[config.mk]
export PLATFORM = sky130hd
export DESIGN_NAME = floo_dma_job_scheduler
export DESIGN_NICKNAME = d
export VERILOG_FILES = /design/src/rtl/floo_dma_job_scheduler.sv
export SDC_FILE = /design/constraint.sdc
export NUM_CORES = 1
export LEC_CHECK = 0
export ABC_CLOCK_PERIOD_IN_PS = 9900
export BUFFER_PORTS_ARGS = -buffer_cell sky130_fd_sc_hd__buf_2
export CAP_MARGIN = 15
export CELL_PAD_IN_SITES_DETAIL_PLACEMENT = 1
export CELL_PAD_IN_SITES_GLOBAL_PLACEMENT = 2
export CORE_MARGIN = 3
export CORE_UTILIZATION = 38
export CTS_CLUSTER_SIZE = 28
export DETAILED_ROUTE_END_ITERATION = 10
export PLACE_DENSITY = 0.92
export RECOVER_POWER = 50
export SYNTH_ARGS = -nofsm -noshare
export SYNTH_HDL_FRONTEND = slang
export SYNTH_SLANG_ARGS = --single-unit
[constraint.sdc]
create_clock -name clk_i -period 9.9 [get_ports clk_i]
set_input_delay 0 -clock clk_i [delete_from_list [all_inputs] [get_ports clk_i]]
set_output_delay 0 -clock clk_i [all_outputs]
set_load 0.05 [all_outputs]
[src/rtl/floo_dma_job_scheduler.sv]
// floo_dma_job_scheduler: launches DMA test-node jobs in index order under a
// concurrency cap, collects completions, drains, and enforces a watchdog.
module floo_dma_job_scheduler #(
  parameter int unsigned NumNodes      = 16,
  parameter int unsigned MaxConcurrent = 4,
  parameter int unsigned DrainCycles   = 1000,
  parameter int unsigned TimeoutCycles = 100000,
  parameter int unsigned CntWidth      = 32
) (
  input  logic                          clk_i,
  input  logic                          rst_i,
  input  logic                          start_i,
  output logic [NumNodes-1:0]           node_en_o,
  input  logic [NumNodes-1:0]           node_done_i,
  output logic                          busy_o,
  output logic                          all_done_o,
  output logic                          timeout_o,
  output logic                          error_o,
  output logic [$clog2(NumNodes+1)-1:0] active_cnt_o,
  output logic [$clog2(NumNodes+1)-1:0] done_cnt_o,
  output logic [CntWidth-1:0]           cycle_cnt_o
);
  localparam int unsigned NW = $clog2(NumNodes + 1);
  localparam int unsigned DW = (DrainCycles > 1) ? $clog2(DrainCycles) : 1;

  typedef enum logic [2:0] {
    IDLE, DISPATCH, WAIT, DRAIN, DONE, TIMEOUT
  } state_e;

  state_e              state_q, state_d, end_state;
  logic [NW-1:0]       ptr_q, ptr_d;
  logic [NW-1:0]       act_q, act_d;
  logic [NW-1:0]       dcnt_q, dcnt_d;
  logic [NW-1:0]       n_new;
  logic [NumNodes-1:0] en_q, en_d;
  logic [NumNodes-1:0] fin_q, fin_d;
  logic [NumNodes-1:0] new_done;
  logic [CntWidth-1:0] cyc_q, cyc_d, cyc_inc;
  logic [DW-1:0]       drn_q, drn_d;
  logic                err_q, err_d;
  logic                run, restart, launch, all_fin, tmo_hit;

  // A completion is the first cycle a launched node reports done.
  assign new_done = node_done_i & en_q & ~fin_q;
  assign run      = (state_q == DISPATCH) || (state_q == WAIT)
                 || (state_q == DRAIN);
  assign restart  = start_i && !run;
  // Launch uses the registered count; a slot freed now is usable next cycle.
  assign launch   = (state_q == DISPATCH)
                 && (ptr_q < NW'(NumNodes))
                 && (act_q < NW'(MaxConcurrent));
  assign cyc_inc  = (&cyc_q) ? cyc_q : cyc_q + CntWidth'(1);
  assign tmo_hit  = {1'b0, cyc_inc} >= (CntWidth+1)'(TimeoutCycles);
  assign all_fin  = (dcnt_q + n_new) == NW'(NumNodes);
  assign end_state = (DrainCycles == 0) ? DONE : DRAIN;

  // Popcount of this cycle's new completions.
  always_comb begin
    n_new = '0;
    for (int i = 0; i < int'(NumNodes); i++) begin
      n_new = n_new + NW'(new_done[i]);
    end
  end

  // Next state, launch/completion bookkeeping and watchdog.
  always_comb begin
    state_d = state_q;
    ptr_d   = ptr_q;
    act_d   = act_q;
    dcnt_d  = dcnt_q;
    en_d    = en_q;
    fin_d   = fin_q;
    cyc_d   = cyc_q;
    drn_d   = drn_q;
    err_d   = err_q;
    if (restart) begin
      state_d = DISPATCH;
      ptr_d   = NW'(1);
      en_d    = NumNodes'(1);
      fin_d   = '0;
      act_d   = NW'(1);
      dcnt_d  = '0;
      cyc_d   = '0;
      drn_d   = '0;
      err_d   = 1'b0;
    end else begin
      if (state_q != IDLE && |(node_done_i & ~en_q)) begin
        err_d = 1'b1;
      end
      if (run) begin
        if (launch) begin
          en_d  = en_q | (NumNodes'(1) << ptr_q);
          ptr_d = ptr_q + NW'(1);
        end
        fin_d  = fin_q | new_done;
        act_d  = act_q + NW'(launch) - n_new;
        dcnt_d = dcnt_q + n_new;
        cyc_d  = cyc_inc;
        unique case (state_q)
          DISPATCH, WAIT: begin
            if (state_q == WAIT || ptr_q == NW'(NumNodes)) begin
              if (all_fin) begin
                state_d = end_state;
                drn_d   = '0;
              end else begin
                state_d = WAIT;
              end
            end
          end
          DRAIN: begin
            if (drn_q == DW'(DrainCycles - 1)) begin
              state_d = DONE;
            end else begin
              drn_d = drn_q + DW'(1);
            end
          end
          default: ;
        endcase
        if (tmo_hit) begin
          state_d = TIMEOUT;
        end
      end
    end
  end

  // State and datapath registers.
  always_ff @(posedge clk_i or posedge rst_i) begin
    if (rst_i) begin
      state_q <= IDLE;
      ptr_q   <= '0;
      act_q   <= '0;
      dcnt_q  <= '0;
      en_q    <= '0;
      fin_q   <= '0;
      cyc_q   <= '0;
      drn_q   <= '0;
      err_q   <= 1'b0;
    end else begin
      state_q <= state_d;
      ptr_q   <= ptr_d;
      act_q   <= act_d;
      dcnt_q  <= dcnt_d;
      en_q    <= en_d;
      fin_q   <= fin_d;
      cyc_q   <= cyc_d;
      drn_q   <= drn_d;
      err_q   <= err_d;
    end
  end

  assign node_en_o    = en_q;
  assign busy_o       = run;
  assign all_done_o   = (state_q == DONE);
  assign timeout_o    = (state_q == TIMEOUT);
  assign error_o      = err_q;
  assign active_cnt_o = act_q;
  assign done_cnt_o   = dcnt_q;
  assign cycle_cnt_o  = cyc_q;

endmodule

Yosys cells after proc, flatten, opt, wreduce, memory -nomap -nowiden:

Index checks and enable logic that the tools add are counted.

* order comparisons: 3
* reductions and logical operators: 20
* bitwise operators: 7
* mux-type cells: 30
* add/subtract/negate cells: 21
* shifts and indexed selects: 1
* equality and inequality tests: 13

Operator list (number)
* $mux W32: 3
* $mux W16: 5
* $add A5 B1 Y5: 12
* $mux W10: 5
* $and A16 B16 Y16: 3
* $mux W5: 7
* $add A32 B1 Y32 const B: 1
* $ge A32 B17 Y1 const B: 1
* $not A16 Y16: 2
* $or A16 B16 Y16: 2
* $reduce_and A32 Y1: 1
* $pmux W10 S2: 1
* $reduce_or A16 Y1: 1
* $shl A1 B5 Y16 const A: 1
* $mux W3: 5
* $add A10 B1 Y10 const B: 1
* $eq A10 B10 Y1 const B: 1
* $eq A5 B5 Y1 const B: 2
* $ne A3 B3 Y1 const B: 3
* $eq A3 B2 Y1 const B: 2
* $eq A3 B3 Y1 const B: 2
* $pmux W3 S2: 1
* $reduce_bool A2 Y1: 3
* $reduce_bool A3 Y1: 2
* 21 further kinds: 28

* word-level logic and storage cells: 104
* bits in registers: 93
* output and inout bits: 62
* input port bits: 19

Logic depth before layout (Yosys ltp):

Gate-level depths: netlist (run 1).

* word-level depth: 25
* gate-level depth with buffers: 22
* gate-level depth less buffers: 22

Least setup slack after synthesis (run 1):

Ideal clock, no wire load.

* path kind: flip-flop to flip-flop
* start: reg en_q[0] (netlist: node_en_o[0])
* end: reg drn_q[1]
* setup time: 0.080 ns
* data required time: 9.820 ns
* path slack: 4.236 ns
* arrival time: 5.585 ns
* cell stages (with the launch flop): 22
* path buffers: 0
* path through: dfrtp_1 -> nand2_1 -> nor2_1 -> fa_1 -> inv_1 -> fa_1 -> fa_1 -> fa_1 -> inv_1 -> ha_1 -> inv_1 -> fa_1 -> fa_1 -> inv_1 -> a21o_1 -> a21oi_1 -> xnor2_1 -> nand4_1 -> nand2_1 -> a21oi_1 -> nor3_1 -> mux2i_1

* cells in the longest elaborated chain, start to end: 21

Ends and longest elaborated chain
* start: declaration: RTL line 35 `logic [NumNodes-1:0] en_q, en_d;`
* start signal: assignment: RTL line 143 `en_q <= en_d;`
* $and A16 B16 Y16 (2 in series): RTL line 44 `assign new_done = node_done_i & en_q & ~fin_q;`
* $add A1 B1 Y2: RTL line 61 `n_new = n_new + NW'(new_done[i]);`
* $add A2 B1 Y3: RTL line 61
* $add A3 B1 Y4: RTL line 61
* $add A4 B1 Y5: RTL line 61
* $add A5 B1 Y5 (11 in series): RTL line 61
* $add A5 B5 Y5: RTL line 54 `assign all_fin = (dcnt_q + n_new) == NW'(NumNodes);`
* $eq A5 B5 Y1: RTL line 54
* $ne A3 B3 Y1 (no line)
* $reduce_and A5 Y1 (no line)
* end signal: assignment: RTL line 146 `drn_q <= drn_d;`
* end: declaration: RTL line 39 `logic [DW-1:0] drn_q, drn_d;`

Every way passes these cells.
A chain may end at the register's enable or synchronous reset.

Worst setup path after layout (run 1):

Ends and elaborated chain as after synthesis.

==> reports/results.tsv, run 1 <==
metric	value	unit
die width	131	um
CTS tree	built	
Slew HR	-89.1	%
cell family with most CP delay	adder cells	
Final nets	834	
GP Congestion	0.867	
Max Freq	173	MHz
synthesis-stage register bit count	93	
Synth Area in Adders	9.29	%
Worst path depth	22	
Clock Latency Late Sink	360	ps
core area	15300	sq um
# diodes	0	
reg2reg path depth	22	
peak supply drop	0.137	mV
crit path DAT	6070	ps
Critical Path Max Stage Delay	550	ps
critical path class	reg -> reg	
Rows	45	
simple-gate portion of the synthesized area	25.0	%
fraction of layout instances using a drive strength above 1	7.79	%
vias in the first global route	6050	
leakage power	3.00	nW
Critical-path top delay cell	fa_1	
Total GRT Usage	22.9	%
die height	131	um
Worst-Margin Slew	2840	ps
io pins	81	
CTS root buf	clkbuf_16	
H-Tree Depth	3	
Setup-failing EPs final	0	
full die area	17200	sq um
postcts setup bufs	0	
Reg area	2330	sq um
fillers	1876	
Syn Std Cell Area	5950	sq um
Mapped Avg Cell Area	8.50	sq um
post-synthesis compound-gate area fraction	17.8	%
Synth top cells by count	93 x dfrtp_1, 76 x nor2_1, 73 x nand2_1	
CP Capture Point	drn_q[1]	
Slew Viols, Final	96	
status	finished with violations	
global-route wire length before repair	32300	um
maxcap violations	2	
pwr dens	255	nW/um^2
initial DRC count	381	
routed via count	5691	
register area share after synthesis	39.1	%
start point of the critical path	node_en_o[0]	
flop2flop setup slack	4110	ps
post-synthesis mux area share	0.505	%
area of the multi-input gates	3310	sq um
RSZ-0062 raised after global routing	false	
Primary FF master, synth	dfrtp_1	
synth-to-layout area growth	16.2	%
setup_tns	0	ps
Post-synth EDFFs	0	
Final Hold Viols	0	
count leader, synth	dfrtp_1	
Synth area leaders	dfrtp_1 39%, o21ai_0 5.8%, ha_1 5.3%	
Starting Density	39.0	%
Tcrit/Tclk final	58.5	%
final instance area	6910	sq um
number of port buffers	80	
RR Endpoint	drn_q[1]	
Crit path top cell by count	fa_1	
drt wl/cell	19.6	um
CP Max Fanout	9	
failing checks	max-capacitance violations, max-slew violations	
grt ovf	0	
largest net degree at the start of global routing	65	
Post-synth ARST share	100	%
Post-Route WL	19500	um
Reg clk slew, reported paths	80	ps
hpwl dp	13600	um
Hold/Removal Path Class	in -> reg	
leading area contributor after synthesis	dfrtp_1	
Netlist cell types	62	
main combinational cell family by area after synthesis	simple AND/OR/NAND/NOR gates	
Final Skew	15.5	ps
Worst Setup Start Kind	flop	
CP bufs+invs	5	
detailed-router iteration count before antenna repair	5	
number of vias per cell	5.73	
drt drc	0	
Required @ worst endpoint	10180	ps
CP endpoint kind	flop	
yosys warns	0	
min Tclk post-route	5790	ps
DP Area	6530	sq um
Post-Synth XOR/XNOR Area	2.65	%
initial antenna violation count	0	
Clock Path Buffers	2	
top-area cell type share of the netlist area	39.1	%
Post-Syn Nets	756	
Reg2Reg Launch Point	node_en_o[0]	
DRT antenna net count	0	
Sink Count	93	
crit-path cells	nand2_1 > nor2_1 > fa_1 > inv_1 > fa_1 > fa_1 > fa_1 > inv_1 > ha_1 > inv_1 > fa_1 > fa_1 > inv_1 > a21o_1 > a21oi_1 > xnor2_1 > nand4_1 > nand2_1 > a21oi_1 > nor3_1 > clkbuf_4 > mux2i_1	
CTS Buf Count	9	
cells after synthesis	700	
per-stage QoR:
step / std cells / utilization (%) / total power [mW] / hold WS (ps) / setup WS, ps
2_1_floorplan: 700 / - / 1.15 / 165 / 4240
3_3_place_gp: 960 / 42.8 / 1.35 / 174 / 4060
3_5_place_dp: 960 / 42.8 / 1.40 / 192 / 3690
4_1_cts: 993 / 45.8 / 1.76 / 81.8 / 3660
5_1_grt: 994 / 45.3 / 1.88 / 121 / 3820
6_report: 994 / 45.3 / 1.76 / 106 / 4110
state kept, by name, indices dropped and copies added, names as in the netlist:
signal / cells
error_o: 1
ptr_q: 5
state_q: 3
done_cnt_o: 5
drn_q: 10
fin_q: 16
cycle_cnt_o: 32
node_en_o: 16
active_cnt_o: 5
where the power goes:
| group | internal [mW] | switching [mW] |
|---|---|---|
| Sequential | 0.457 | 0.0972 |
| Combinational | 0.255 | 0.599 |
| Clock | 0.177 | 0.174 |
how the worst min path moves through the flow:
stage	start	slack, ps	cells after the start	to
floorplan	node_done_i[14]	170	2	fin_q[14]
global placement	rst_i	170	2	cycle_cnt_o[2]
detailed placement	rst_i	190	2	cycle_cnt_o[2]
CTS	start_i	80	2	state_q[2]
global route	start_i	120	2	state_q[2]
finish	start_i	110	2	state_q[2]
per-layer routing:
| layer | routed length (um) | global-route usage, % | vias up |
|---|---|---|---|
| met5 | 0 | 0 | - |
| li1 | - | - | 2643 |
| met3 | 735 | 3.98 | 34 |
| met2 | 9400 | 37.8 | 123 |
| met1 | 8910 | 30.8 | 2891 |
| met4 | 450 | 7.58 | 0 |
layout by cell type (no fill, tap or decap), types with 25 or more instances in the layout:
cell type | Yosys | final
a31oi_1 | 31 | 31
nor2_1 | 76 | 76
nand3_1 | 32 | 32
inv_1 | 45 | 44
a21oi_1 | 29 | 29
ha_1 | 25 | 25
nand2_1 | 73 | 73
clkbuf_1 | 28 | 62
dfrtp_1 | 93 | 93
o21ai_0 | 69 | 68
layout make-up:
| class | instances | share of cell area [%] |
|---|---|---|
| timing repair buffer | 105 | 7.96 |
| clock inverter | 7 | 0.941 |
| sequential | 93 | 33.7 |
| tap | 211 | 3.82 |
| multi-input combinational | 523 | 47.8 |
| clock buffer | 9 | 3.26 |
| inverter | 46 | 2.52 |
logic make-up (layout without fill, tap and decap cells):
logic type      after synthesis  after routing
simple gates                291            291
compound gates              174            174
flops                        93             93
buf+inv                      84            167
fa+ha+maj                    37             37
xor+xnor                     18             18
mux                           3              3
repair_timing:
item	CTS	global route
hold buffers	17	0
hold endpoints to repair	60	0
gates resized for setup	0	0
(Power assumes the default switching activity.)
==> inputs of run 2 (changes only) <==
ABC_CLOCK_PERIOD_IN_PS = 5500   (was 9900)
CORE_UTILIZATION = 35   (was 38)
PLACE_DENSITY = 0.86   (was 0.92)
clock period = 5.5 ns   (was 9.9 ns; I/O delays follow)
==> reports/results.tsv, run 2 (synthesized netlist as in run 1, its figures left out) <==
metric	value	unit
CTS root buf	clkbuf_16	
Setup WS post-layout	103	ps
most frequent cells in the layout	93 x dfrtp_1, 75 x buf_2, 73 x nor2_1	
Clock Latency Late Sink	360	ps
largest net degree at the start of global routing	57	
drt wl/cell	19.0	um
Logic pwr share	49.8	%
Worst-Margin Slew	1740	ps
Critical Path Max Stage Delay	590	ps
CTS tree	built	
# diodes	0	
Sink Count	93	
final cell count without fillers	1010	
failing checks	max-capacitance violations, max-slew violations	
io pins	81	
global-route wire length before repair	31000	um
total power	3.17	mW
Setup-failing EPs final	0	
min Tclk post-route	5400	ps
fraction of layout instances using a drive strength above 1	17.7	%
GP Congestion	0.840	
die height	136	um
Tcrit/Tclk final	98.1	%
pwr dens	446	nW/um^2
full die area	18600	sq um
Slew Viols, Final	39	
status	finished with violations	
drt drc	0	
core area	16600	sq um
Crit path top cell by count	fa_1	
Reg2Reg Launch Point	node_en_o[9]	
Clock power frac	18.9	%
detailed-router iteration count before antenna repair	4	
peak supply drop	0.322	mV
Slew HR	-16.8	%
crit path DAT	5630	ps
Hold/Removal Path Class	in -> reg	
fillers	2026	
Post-Route WL	19200	um
maxcap violations	1	
internal cell power	1.63	mW
Required @ worst endpoint	5730	ps
Worst path depth	22	
area of the multi-input gates	3370	sq um
max reg flops	32	
pre-CTS setup slack	-10.8	ps
DP Area	6550	sq um
leakage power	3.25	nW
number of port buffers	80	
Critical-path top delay cell	fa_2	
Final Hold Viols	0	
crit-path cells	nand2_2 > nor2_2 > fa_1 > inv_2 > fa_1 > fa_1 > fa_1 > inv_1 > ha_2 > inv_2 > fa_2 > fa_2 > inv_1 > a21o_1 > a21oi_1 > xnor2_1 > nand4_1 > nand2_1 > a21oi_2 > nor3_2 > buf_2 > a31oi_1	
Reg area	2330	sq um
routed via count	5709	
P_sw	1.54	mW
hpwl dp	13500	um
commonest non-fill, non-tap cell in the layout	dfrtp_1	
Final nets	841	
Clock Path Buffers	2	
start point of the critical path	node_en_o[9]	
Max Freq	185	MHz
placed insts	970	
Reg clk slew, reported paths	70	ps
synth-to-layout area growth	19.3	%
Worst Setup Start Kind	flop	
CTS Buf Count	9	
Total GRT Usage	21.0	%
RR Endpoint	drn_q[3]	
CP Max Fanout	5	
CP Capture Point	drn_q[3]	
Sequential Power Share	31.3	%
die width	136	um
Net Sw Frac	48.6	%
Starting Density	35.9	%
critical path class	reg -> reg	
initial antenna violation count	0	
flop2flop setup slack	100	ps
grt ovf	0	
number of vias per cell	5.65	
cell family with most CP delay	adder cells	
hold depth	2	
Rows	47	
final instance area	7100	sq um
CP bufs+invs	5	
H-Tree Depth	3	
Final Skew	8.91	ps
hold_sp	start_i	
vias in the first global route	5764	
CP endpoint kind	flop	
reg2reg path depth	22	
DRT antenna net count	0	
initial DRC count	351	
-- run 2: power by group through the flow --
stage	Clock (mW)	Sequential (mW)	Combinational, mW
final	0.597	0.991	1.58
after global routing	0.643	1.02	1.75
after CTS	0.612	0.985	1.56
after detailed placement	0	0.995	1.54
after global placement	0	0.986	1.47
after floorplan	0	1.14	0.927
-- run 2: cell type report --
type                       instances  share of cell area [%]
clock buffer                      11                    3.28
clock inverter                     5                   0.529
inverter                          46                    2.45
multi-input combinational        523                    47.5
sequential                        93                    32.8
tap                              220                    3.88
timing repair buffer             112                    9.54
-- run 2: routing by layer --
layer	vias up	wire length, um	track usage (%)
li1	2658	-	-
met1	2903	8790	29.2
met2	115	9150	32.7
met3	33	824	4.22
met4	0	409	6.94
met5	-	0	0
-- run 2: worst register-to-register path: stages, from the launching register on --
cell     delay (ps)
dfrtp_1         430
nand2_2         100
nor2_2           40
fa_1            570
inv_2            50
fa_1            560
fa_1            470
fa_1            470
inv_1            70
ha_2            180
inv_2            40
fa_2            590
fa_2            220
inv_1            50
a21o_1          160
a21oi_1         180
xnor2_1         170
nand4_1         180
nand2_1         130
a21oi_2          70
nor3_2          200
buf_2           220
a31oi_1          90
-- run 2: through the flow --
stage	hold WS (ps)	TNS, ps	utilization [%]
after floorplan	165	0	-
after CTS	69.5	0	42.2
final	79.2	0	42.8
after global routing	110	-634	42.8
after global placement	68.0	0	39.5
after detailed placement	74.1	-10.8	39.5
-- run 2: worst min-delay path by stage --
stage                 endpoint  slack [ps]
finish              state_q[2]          80
global route        state_q[2]         110
CTS                 state_q[2]          70
detailed placement   fin_q[10]          70
global placement     fin_q[12]          70
floorplan            fin_q[14]         170
-- run 2: repair_timing --
item | 4_1_cts | 5_1_grt
resized for setup | 0 | 19
endpoints found under the setup margin | 1 | 12
endpoints found under the hold margin | 53 | 0
gates cloned | 0 | 1
pin swaps | 2 | 18
buffers inserted | 1 | 5
hold buffers | 17 | 0
==> inputs of run 3 (changes only) <==
PLACE_DENSITY = 0.85   (was 0.86)
==> reports/results.tsv, run 3 (synthesized netlist as in run 1, its figures left out) <==
metric	value	unit
reg2reg path depth	22	
hold_sp	start_i	
hpwl dp	13700	um
Post-Route WL	19200	um
Tcrit/Tclk final	96.2	%
peak supply drop	0.322	mV
detailed-router iteration count before antenna repair	4	
GP Congestion	0.855	
failing checks	max-capacitance violations, max-slew violations	
Rows	47	
min Tclk post-route	5290	ps
pwr dens	452	nW/um^2
initial antenna violation count	0	
Critical Path Max Stage Delay	580	ps
Setup WS post-layout	210	ps
critical path class	reg -> reg	
number of port buffers	80	
global-route wire length before repair	30800	um
full die area	18600	sq um
H-Tree Depth	3	
drt drc	0	
CP Max Fanout	5	
final instance area	7160	sq um
Starting Density	35.9	%
largest net degree at the start of global routing	58	
max reg flops	32	
commonest non-fill, non-tap cell in the layout	dfrtp_1	
routed via count	5635	
die height	136	um
hold path endpoint	state_q[2]	
initial DRC count	403	
Slew Viols, Final	38	
pre-CTS setup slack	52.1	ps
Setup-failing EPs final	0	
Worst Setup Start Kind	flop	
grt ovf	0	
flop2flop setup slack	210	ps
hold depth	2	
Sink Count	93	
Final Skew	6.80	ps
DRT antenna net count	0	
Final nets	843	
die width	136	um
CTS tree	built	
drt wl/cell	19.0	um
fraction of layout instances using a drive strength above 1	17.9	%
Critical-path top delay cell	fa_2	
Final Hold Viols	0	
Total GRT Usage	20.7	%
Max Freq	189	MHz
crit path DAT	5560	ps
maxcap violations	1	
most frequent cells in the layout	93 x dfrtp_1, 78 x buf_2, 73 x nor2_1	
CTS root buf	clkbuf_16	
number of vias per cell	5.57	
Hold/Removal Path Class	in -> reg	
# diodes	0	
io pins	81	
Clock Latency Late Sink	350	ps
vias in the first global route	5842	
Clock Path Buffers	2	
crit-path cells	nand2_2 > nor2_4 > fa_1 > fa_1 > inv_2 > fa_2 > fa_1 > inv_1 > ha_2 > inv_1 > fa_2 > inv_1 > ha_1 > a21o_1 > a21oi_2 > xor2_1 > nand4_1 > nand2_1 > a21oi_1 > nor3_2 > buf_6 > mux2i_1	
Worst-Margin Slew	1750	ps
synth-to-layout area growth	20.3	%
Slew HR	-17.4	%
CTS Buf Count	9	
CP endpoint kind	flop	
core area	16600	sq um
leakage power	3.31	nW
Reg clk slew, reported paths	70	ps
Reg2Reg Launch Point	node_en_o[11]	
RR Endpoint	drn_q[1]	
status	finished with violations	
DP Area	6550	sq um
Required @ worst endpoint	5770	ps
-- run 3: cell count changes in the layout (fill, tap and decap cells not counted), moves of 2 or more --
cell        change
clkbuf_1        -3
bufinv_16       +2
clkinvlp_4      -2
inv_1           +2
buf_4           +3
inv_2           -2
buf_2           +3
-- run 3: per-layer routing --
metal	global-route usage, %	wire, um	vias up
li1	-	-	2669
met1	29.2	9040	2836
met2	32.7	9130	103
met3	3.48	700	27
met4	6.38	341	0
met5	0	0	-
-- run 3: worst max-delay path: cells and delay by family (launching register included) --
kind / cells / cell delay (ps)
xor gates and xnor gates: 1 / 190
AOI/OAI and AO/OA: 3 / 420
adders and majority gates: 7 / 2950
muxes: 1 / 170
DFF: 1 / 400
and+or+nand+nor: 5 / 690
buffers and inverters: 5 / 380
-- run 3: worst max-delay path by stage --
stage	startpoint	endpoint	slack [ps]	cells after the start
final	node_en_o[11]	drn_q[1]	210	22
after global routing	node_en_o[0]	drn_q[1]	-30	22
after CTS	node_en_o[0]	drn_q[1]	20	22
after detailed placement	node_en_o[0]	drn_q[1]	50	22
after global placement	node_en_o[0]	drn_q[1]	200	22
after floorplan	node_en_o[0]	drn_q[1]	70	21
-- run 3: cell type report --
cell class | count | area (sq um)
Fill cell | 1978 | 9420
Clock inverter | 3 | 68.8
Tap cell | 220 | 275
Multi-Input combinational cell | 523 | 3370
Timing Repair Buffer | 114 | 699
Sequential cell | 93 | 2330
Clock buffer | 13 | 250
Inverter | 46 | 174
-- run 3: through the flow --
step | total power, mW | utilization [%] | hold slack, ps | setup TNS, ps | cells
after detailed placement | 2.52 | 39.5 | 120 | 0 | 970
after CTS | 3.23 | 42.4 | 78.8 | 0 | 1003
after floorplan | 2.07 | - | 165 | 0 | 700
final | 3.24 | 43.2 | 90.8 | 0 | 1012
after global placement | 2.46 | 39.5 | 108 | 0 | 970
after global routing | 3.49 | 43.2 | 120 | -174 | 1012
-- run 3: timing repair --
action,CTS,global route
hold buffers,17,0
setup buffers,0,8
setup endpoints to repair,0,12
gates resized for setup,0,17
hold endpoints to repair,52,0
-- run 3: where the power goes --
part	total, mW	internal, mW	switching, mW
clock	0.684	0.413	0.271
sequential	0.987	0.824	0.163
combinational	1.56	0.498	1.07
